### config.mk
export PLATFORM = sky130hd
export DESIGN_NAME = unidade_busca
export DESIGN_NICKNAME = d
export VERILOG_FILES = /design/src/rtl/unidade_busca.sv
export SDC_FILE = /design/constraint.sdc
export NUM_CORES = 1
export LEC_CHECK = 0
export CORE_MARGIN = 5
export CORE_UTILIZATION = 50
export CTS_BUF_LIST = sky130_fd_sc_hd__clkbuf_4 sky130_fd_sc_hd__clkbuf_8
export DETAILED_ROUTE_END_ITERATION = 16
export PLACE_DENSITY = 0.88
export RECOVER_POWER = 100
export SLEW_MARGIN = 10
export SYNTH_ARGS = -nofsm -noshare
export SYNTH_HDL_FRONTEND = slang
export SYNTH_SLANG_ARGS = --single-unit
### constraint.sdc
create_clock -name clock -period 3.7 [get_ports clock]
set_input_delay 0.74 -clock clock [delete_from_list [all_inputs] [get_ports clock]]
set_output_delay 0.74 -clock clock [all_outputs]
set_load 0.02 [all_outputs]
### src/rtl/unidade_busca.sv
// unidade_busca: instruction fetch unit in front of a synchronous program ROM.
//
// The unit presents pc on rom_end, waits one cycle for the ROM to sample it
// (BUSCA), registers the returned word into iin (LEITURA), then holds that
// word with iin_valido=1 until the processor pulses instr_done (EXECUTA).
// A returned word of 16'hFFFF is the halt instruction: the unit parks in
// PARADO until reset.
//
// Ports:
//   clock          in   sole clock, rising edge
//   reset          in   synchronous, active-high reset
//   habilita       in   run enable (checked in OCIOSO and at instruction completion)
//   rom_end        out  ROM address, always equal to pc
//   rom_dado       in   ROM read data, valid one cycle after rom_end is sampled
//   instr_done     in   one-cycle pulse: current instruction finished
//   desvio         in   branch request, qualified by instr_done
//   alvo_desvio    in   branch target address
//   iin            out  fetched instruction word
//   iin_valido     out  iin holds a fetched, not-yet-completed instruction
//   pc             out  address of the instruction in iin / being fetched
//   parado         out  halt instruction reached
//   contagem_instr out  completed-instruction count, saturating

module unidade_busca #(
  parameter int unsigned                 LARGURA_END      = 8,
  parameter logic [LARGURA_END-1:0]      ENDERECO_INICIAL = '0
) (
  input  logic                   clock,
  input  logic                   reset,
  input  logic                   habilita,
  output logic [LARGURA_END-1:0] rom_end,
  input  logic [15:0]            rom_dado,
  input  logic                   instr_done,
  input  logic                   desvio,
  input  logic [LARGURA_END-1:0] alvo_desvio,
  output logic [15:0]            iin,
  output logic                   iin_valido,
  output logic [LARGURA_END-1:0] pc,
  output logic                   parado,
  output logic [15:0]            contagem_instr
);

  localparam logic [15:0] PalavraParada = 16'hFFFF;

  typedef enum logic [2:0] {
    StOcioso,
    StBusca,
    StLeitura,
    StExecuta,
    StParado
  } estado_t;

  estado_t estado;

  // The ROM registers its address itself, so the address is pc directly.
  assign rom_end = pc;

  always_ff @(posedge clock) begin
    if (reset) begin
      // Any word the ROM returns after this edge lands in BUSCA/OCIOSO and is dropped.
      estado         <= StOcioso;
      pc             <= ENDERECO_INICIAL;
      iin            <= 16'h0000;
      iin_valido     <= 1'b0;
      parado         <= 1'b0;
      contagem_instr <= 16'h0000;
    end else begin
      unique case (estado)
        StOcioso: begin
          if (habilita) begin
            estado <= StBusca;
          end
        end

        // ROM samples rom_end at the end of this cycle; habilita cannot abort.
        StBusca: begin
          estado <= StLeitura;
        end

        StLeitura: begin
          iin <= rom_dado;
          if (rom_dado == PalavraParada) begin
            // pc is left pointing at the halt word and the count is not bumped.
            estado <= StParado;
            parado <= 1'b1;
          end else begin
            estado     <= StExecuta;
            iin_valido <= 1'b1;
          end
        end

        StExecuta: begin
          if (instr_done) begin
            if (desvio) begin
              pc <= alvo_desvio;
            end else begin
              pc <= pc + 1'b1;  // wraps naturally at 2^LARGURA_END
            end
            if (contagem_instr != 16'hFFFF) begin
              contagem_instr <= contagem_instr + 16'd1;
            end
            iin_valido <= 1'b0;
            estado     <= habilita ? StBusca : StOcioso;
          end
        end

        StParado: begin
          // Frozen until reset.
        end

        default: begin
          estado <= StOcioso;
        end
      endcase
    end
  end

endmodule
* Word-level counts from Yosys, hierarchy flattened
Index checks and enable logic that the tools add are counted.
** Word-level totals
- Register bits :: 45
- Input port bits :: 29
** Cells by class
- Eq/ne operators :: 9
- Bitwise gates (word level) :: 1
- Reductions and logical operators :: 7
- Mux-type cells :: 9
- Add/sub/neg operators :: 2
** Operators by type and width (count)
- $add A16 B1 Y16 const B :: 1
- $eq A16 B16 Y1 const B :: 1
- $ne A16 B16 Y1 const B :: 1
- $pmux W3 S5 :: 1
- $mux W3 :: 3
- $reduce_and A3 Y1 :: 3
- $add A8 B1 Y8 const B :: 1
- $mux W8 :: 1
- $eq A3 B2 Y1 const B :: 2
- $ne A2 B2 Y1 const B :: 3
- $reduce_and A2 Y1 :: 2
- $eq A3 B1 Y1 const B :: 1
- $eq A3 B3 Y1 const B :: 1
- $logic_not A3 Y1 :: 1
- $mux W1 :: 3
- $pmux W1 S2 :: 1
- $reduce_bool A2 Y1 :: 1
- $not A1 Y1 :: 1

* Longest topological paths before layout
- Depth after elaboration :: 3
- Depth in mapped cells :: 7

* Worst setup path after synthesis
No wires, ideal clock.
- Path kind :: in2reg
- Start point :: input port instr_done
- End point :: register contagem_instr[8]
- Data arrival time :: 1.856 ns
- Setup slack :: 1.723 ns
- Cell stages on the path :: 6
- Path buffers :: 2
- Data required time :: 3.579 ns
- Cell sequence :: and4b_1 buf_2 nand2_1 buf_2 nor4_1 mux2_2
** Between the ends
- Longest elaborated chain between the ends :: 1
** Ends and longest elaborated chain
- from (decl) :: RTL line 33 : input logic instr_done,
- $reduce_and A3 Y1 (no source line)
- to (signal assigned) :: RTL line 100 : contagem_instr <= contagem_instr + 16'd1;
- to (decl) :: RTL line 40 : output logic [15:0] contagem_instr
Every way passes these cells.
A chain may end at the register's enable or synchronous reset.

* Worst setup path after layout
- Start point :: input port instr_done
- End point :: register contagem_instr[7]
Same word-level chain as after synthesis.

==> metrics.md <==
| Metric | Value |
|---|---|
| Vias | `2,194` |
| Dpl cells | `381` |
| CP Data Required Time | `3.88 ns` |
| Final Max Tran Viols | `0` |
| Via density | `5.64` |
| Total Power | `0.000949 W` |
| Busiest grt layer | `met2` |
| Avg WL per Cell | `13.8 µm` |
| Final setup viols | `0` |
| RSZ-0062 raised after global routing | `false` |
| Crit-path slowest cell | `dlygate4sd3_1` |
| Clk pin slew, worst setup/hold paths | `0.09 ns` |
| Chip width | `76.2 µm` |
| Wirelength, routed | `5.36 mm` |
| Post-synth top area share | `41.1%` |
| Core box area | `4290 µm²` |
| CP Launch Type | `input pin` |
| Initial antenna violation count | `0` |
| Mapped Nets | `299` |
| Yosys warnings | `0` |
| Starting DRT DRC Count | `143` |
| Post-synth EDFFs | `0` |
| Slowest stage delay, CP | `0.60 ns` |
| Min-Delay Path Depth | `2` |
| Reg2Reg Depth | `5` |
| Routability cong. | `0.808` |
| Worst-Skew Late Latency | `0.29 ns` |
| CP Capture Type | `flop` |
| CTS tree | `yes` |
| Post-synthesis cell type count | `40` |
| Pleak | `1.15 nW` |
| Global route overflow | `0` |
| Area grow syn2layout | `37.4%` |
| Clock Sinks | `45` |
| Worst R2R Start | `estado[0]` |
| M1 GR Usage | `19.6%` |
| Hold crit path type | `reg -> reg` |
| Final Hold Viols | `0` |
| Fillers | `354` |
| # Max-Cap Violations | `0` |
| Layout Cells excl Fill | `389` |
| CP Class | `in -> reg` |
| Hold_buf cts | `0` |
| Worst EP arrival | `2.98 ns` |
| Largest net degree at the start of global routing | `33` |
| HPWL Detailed | `4.06 mm` |
| Ratio of cells with drive above 1 in the final layout | `5.93%` |
| Die area | `5810 µm²` |
| Post-synth ARST share | `0%` |
| Peak supply drop | `176 µV` |
| Input/output buffers | `78` |
| CP Max Fanout | `10` |
| Seq/Total Area, Yosys | `41.1%` |
| Achievable clock frequency | `0.357 GHz` |
| Slew at the pin with the worst max-slew slack | `1.12 ns` |
| Top Ports | `79` |
| Top FF cell, synth | `dfxtp_1` |
| Post-CTS Resized | `0` |
| Drc violations | `0` |
| Dominant cells by area after synthesis | `dfxtp_1 (41%), a21oi_1 (7.8%), nand2_1 (7.2%)` |
| Top-count cell post-synth | `dfxtp_1` |
| Yosys reg bits | `45` |
| Status | `finished clean` |
| Skew final | `0.00690 ns` |
| Cell area after synthesis | `2190 µm²` |
| Post-layout min period | `2.80 ns` |
| Vias in the first global route | `2,000` |
| First-pass GRT wire length | `8.77 mm` |
| R2r endpoint | `contagem_instr[7]` |
| Setup bufs post-CTS | `0` |
| Cell chosen for the clock root | `clkbuf_8` |
| Post-synth top cells | `dfxtp_1 (45), nand2_1 (42), a21oi_1 (34)` |
| Final period util | `75.8%` |
| Critical path cell sequence | `dlygate4sd3_1, and4b_1, clkbuf_1, nand3_1, nor4b_1, mux2_2` |
| Reg-to-reg slack, setup | `1.47 ns` |
| Number of H-tree levels | `2` |
| Hold Crit Start | `iin[2]` |
| Die height | `76.2 µm` |
| First drt pass iteration count | `4` |
| Avg Cell Area, Syn | `8.18 µm²` |
| Total CTS buffers | `5` |
| Post-synth top area cell | `dfxtp_1` |
| GR Util All Layers | `17.4%` |
| Min setup slack post-route | `0.895 ns` |
| Final Hold Slack | `0.457 ns` |
| Setup_tns | `0 ns` |
| # nets final | `367` |
| Post-synthesis cell count | `268` |
| Pre-CTS setup slack | `0.825 ns` |
| Starting Density | `51.0%` |
| Clk buf depth | `2` |
| Antenna violation net count after detailed routing | `0` |
| Pwr dens | `315 nW/µm²` |
| N_diodes | `0` |
| Hold Path Sink | `iin[2]` |
| Slew headroom | `25.3%` |
| Met2 usage | `31.7%` |
| Rows | `24` |
| Met3 Usage GRT | `6.15%` |
[area by class of cell]
| type | count | area, µm² | area share, % |
|---|---|---|---|
| sequential | 45 | 901 | 29.9 |
| clock buffer | 5 | 68.8 | 2.28 |
| timing repair buffer | 83 | 811 | 26.9 |
| multi-input combinational | 193 | 1120 | 37.2 |
| tap | 52 | 65.1 | 2.16 |
| inverter | 8 | 30.0 | 0.997 |
| clock inverter | 3 | 17.5 | 0.581 |
[critical path, delay by kind of cell]
family / cells / cell delay, ns
buffers and inverters: 2 / 0.98
muxes: 1 / 0.37
and+or+nand+nor: 3 / 0.90
[sequential cells by signal (all words and copies together), names as in the netlist]
signal	flops
contagem_instr	16
estado	3
iin	16
iin_valido	1
parado	1
pc	8
[kinds of logic after synthesis]
logic type	Yosys count	share of synthesized area, %
DFF	45	41.1
and+or+nand+nor	113	28.2
muxes	6	2.91
buffers and inverters	30	6.96
adders and majority gates	2	1.14
AOI/OAI and AO/OA	72	19.7
[routing by layer]
| metal | vias to the layer above | routed length, µm |
|---|---|---|
| met2 | 68 | 2750 |
| met1 | 1017 | 2170 |
| met3 | 2 | 432 |
| li1 | 1107 | - |
| met4 | 0 | 11 |
| met5 | - | 0 |
[cell usage in the layout (no fill, tap or decap), drive strengths merged, types with 5 or more instances in the layout]
master and instances:
nand4 10, nor2 12, nand2 42, dfxtp 45, inv 8, clkdlybuf4s50 25
a21oi 34, a211oi 7, o31ai 6, dlygate4sd3 53, or3 9, o21ai 11
nand3 12, nand2b 5, nor4 8, clkbuf 7, or4 6
[stage by stage]
stage	utilization, %	area (µm²)
2_1_floorplan	-	2190
3_3_place_gp	68.8	2950
3_5_place_dp	68.8	2950
4_1_cts	70.8	3040
5_1_grt	70.2	3010
6_report	70.2	3010
[how the worst max path moves through the flow]
stage               startpoint           endpoint  slack [ns]  depth (start not counted)
floorplan           instr_done  contagem_instr[8]        1.72                          6
global placement    instr_done  contagem_instr[6]        0.89                          5
detailed placement  instr_done  contagem_instr[7]        0.83                          6
CTS                 instr_done  contagem_instr[6]        1.13                          5
global route        instr_done  contagem_instr[7]        0.71                          6
finish              instr_done  contagem_instr[7]        0.90                          6
[power breakdown]
| group | switching, W | total (W) | leakage (nW) | internal (W) |
|---|---|---|---|---|
| Sequential | 0.0000131 | 0.000514 | 0.364 | 0.000501 |
| Combinational | 0.0000772 | 0.000146 | 0.738 | 0.0000686 |
| Clock | 0.000158 | 0.000289 | 0.0439 | 0.000130 |
| Total | 0.000249 | 0.000949 | 1.15 | 0.000700 |
No activity file was read; power rests on OpenSTA's default activity.
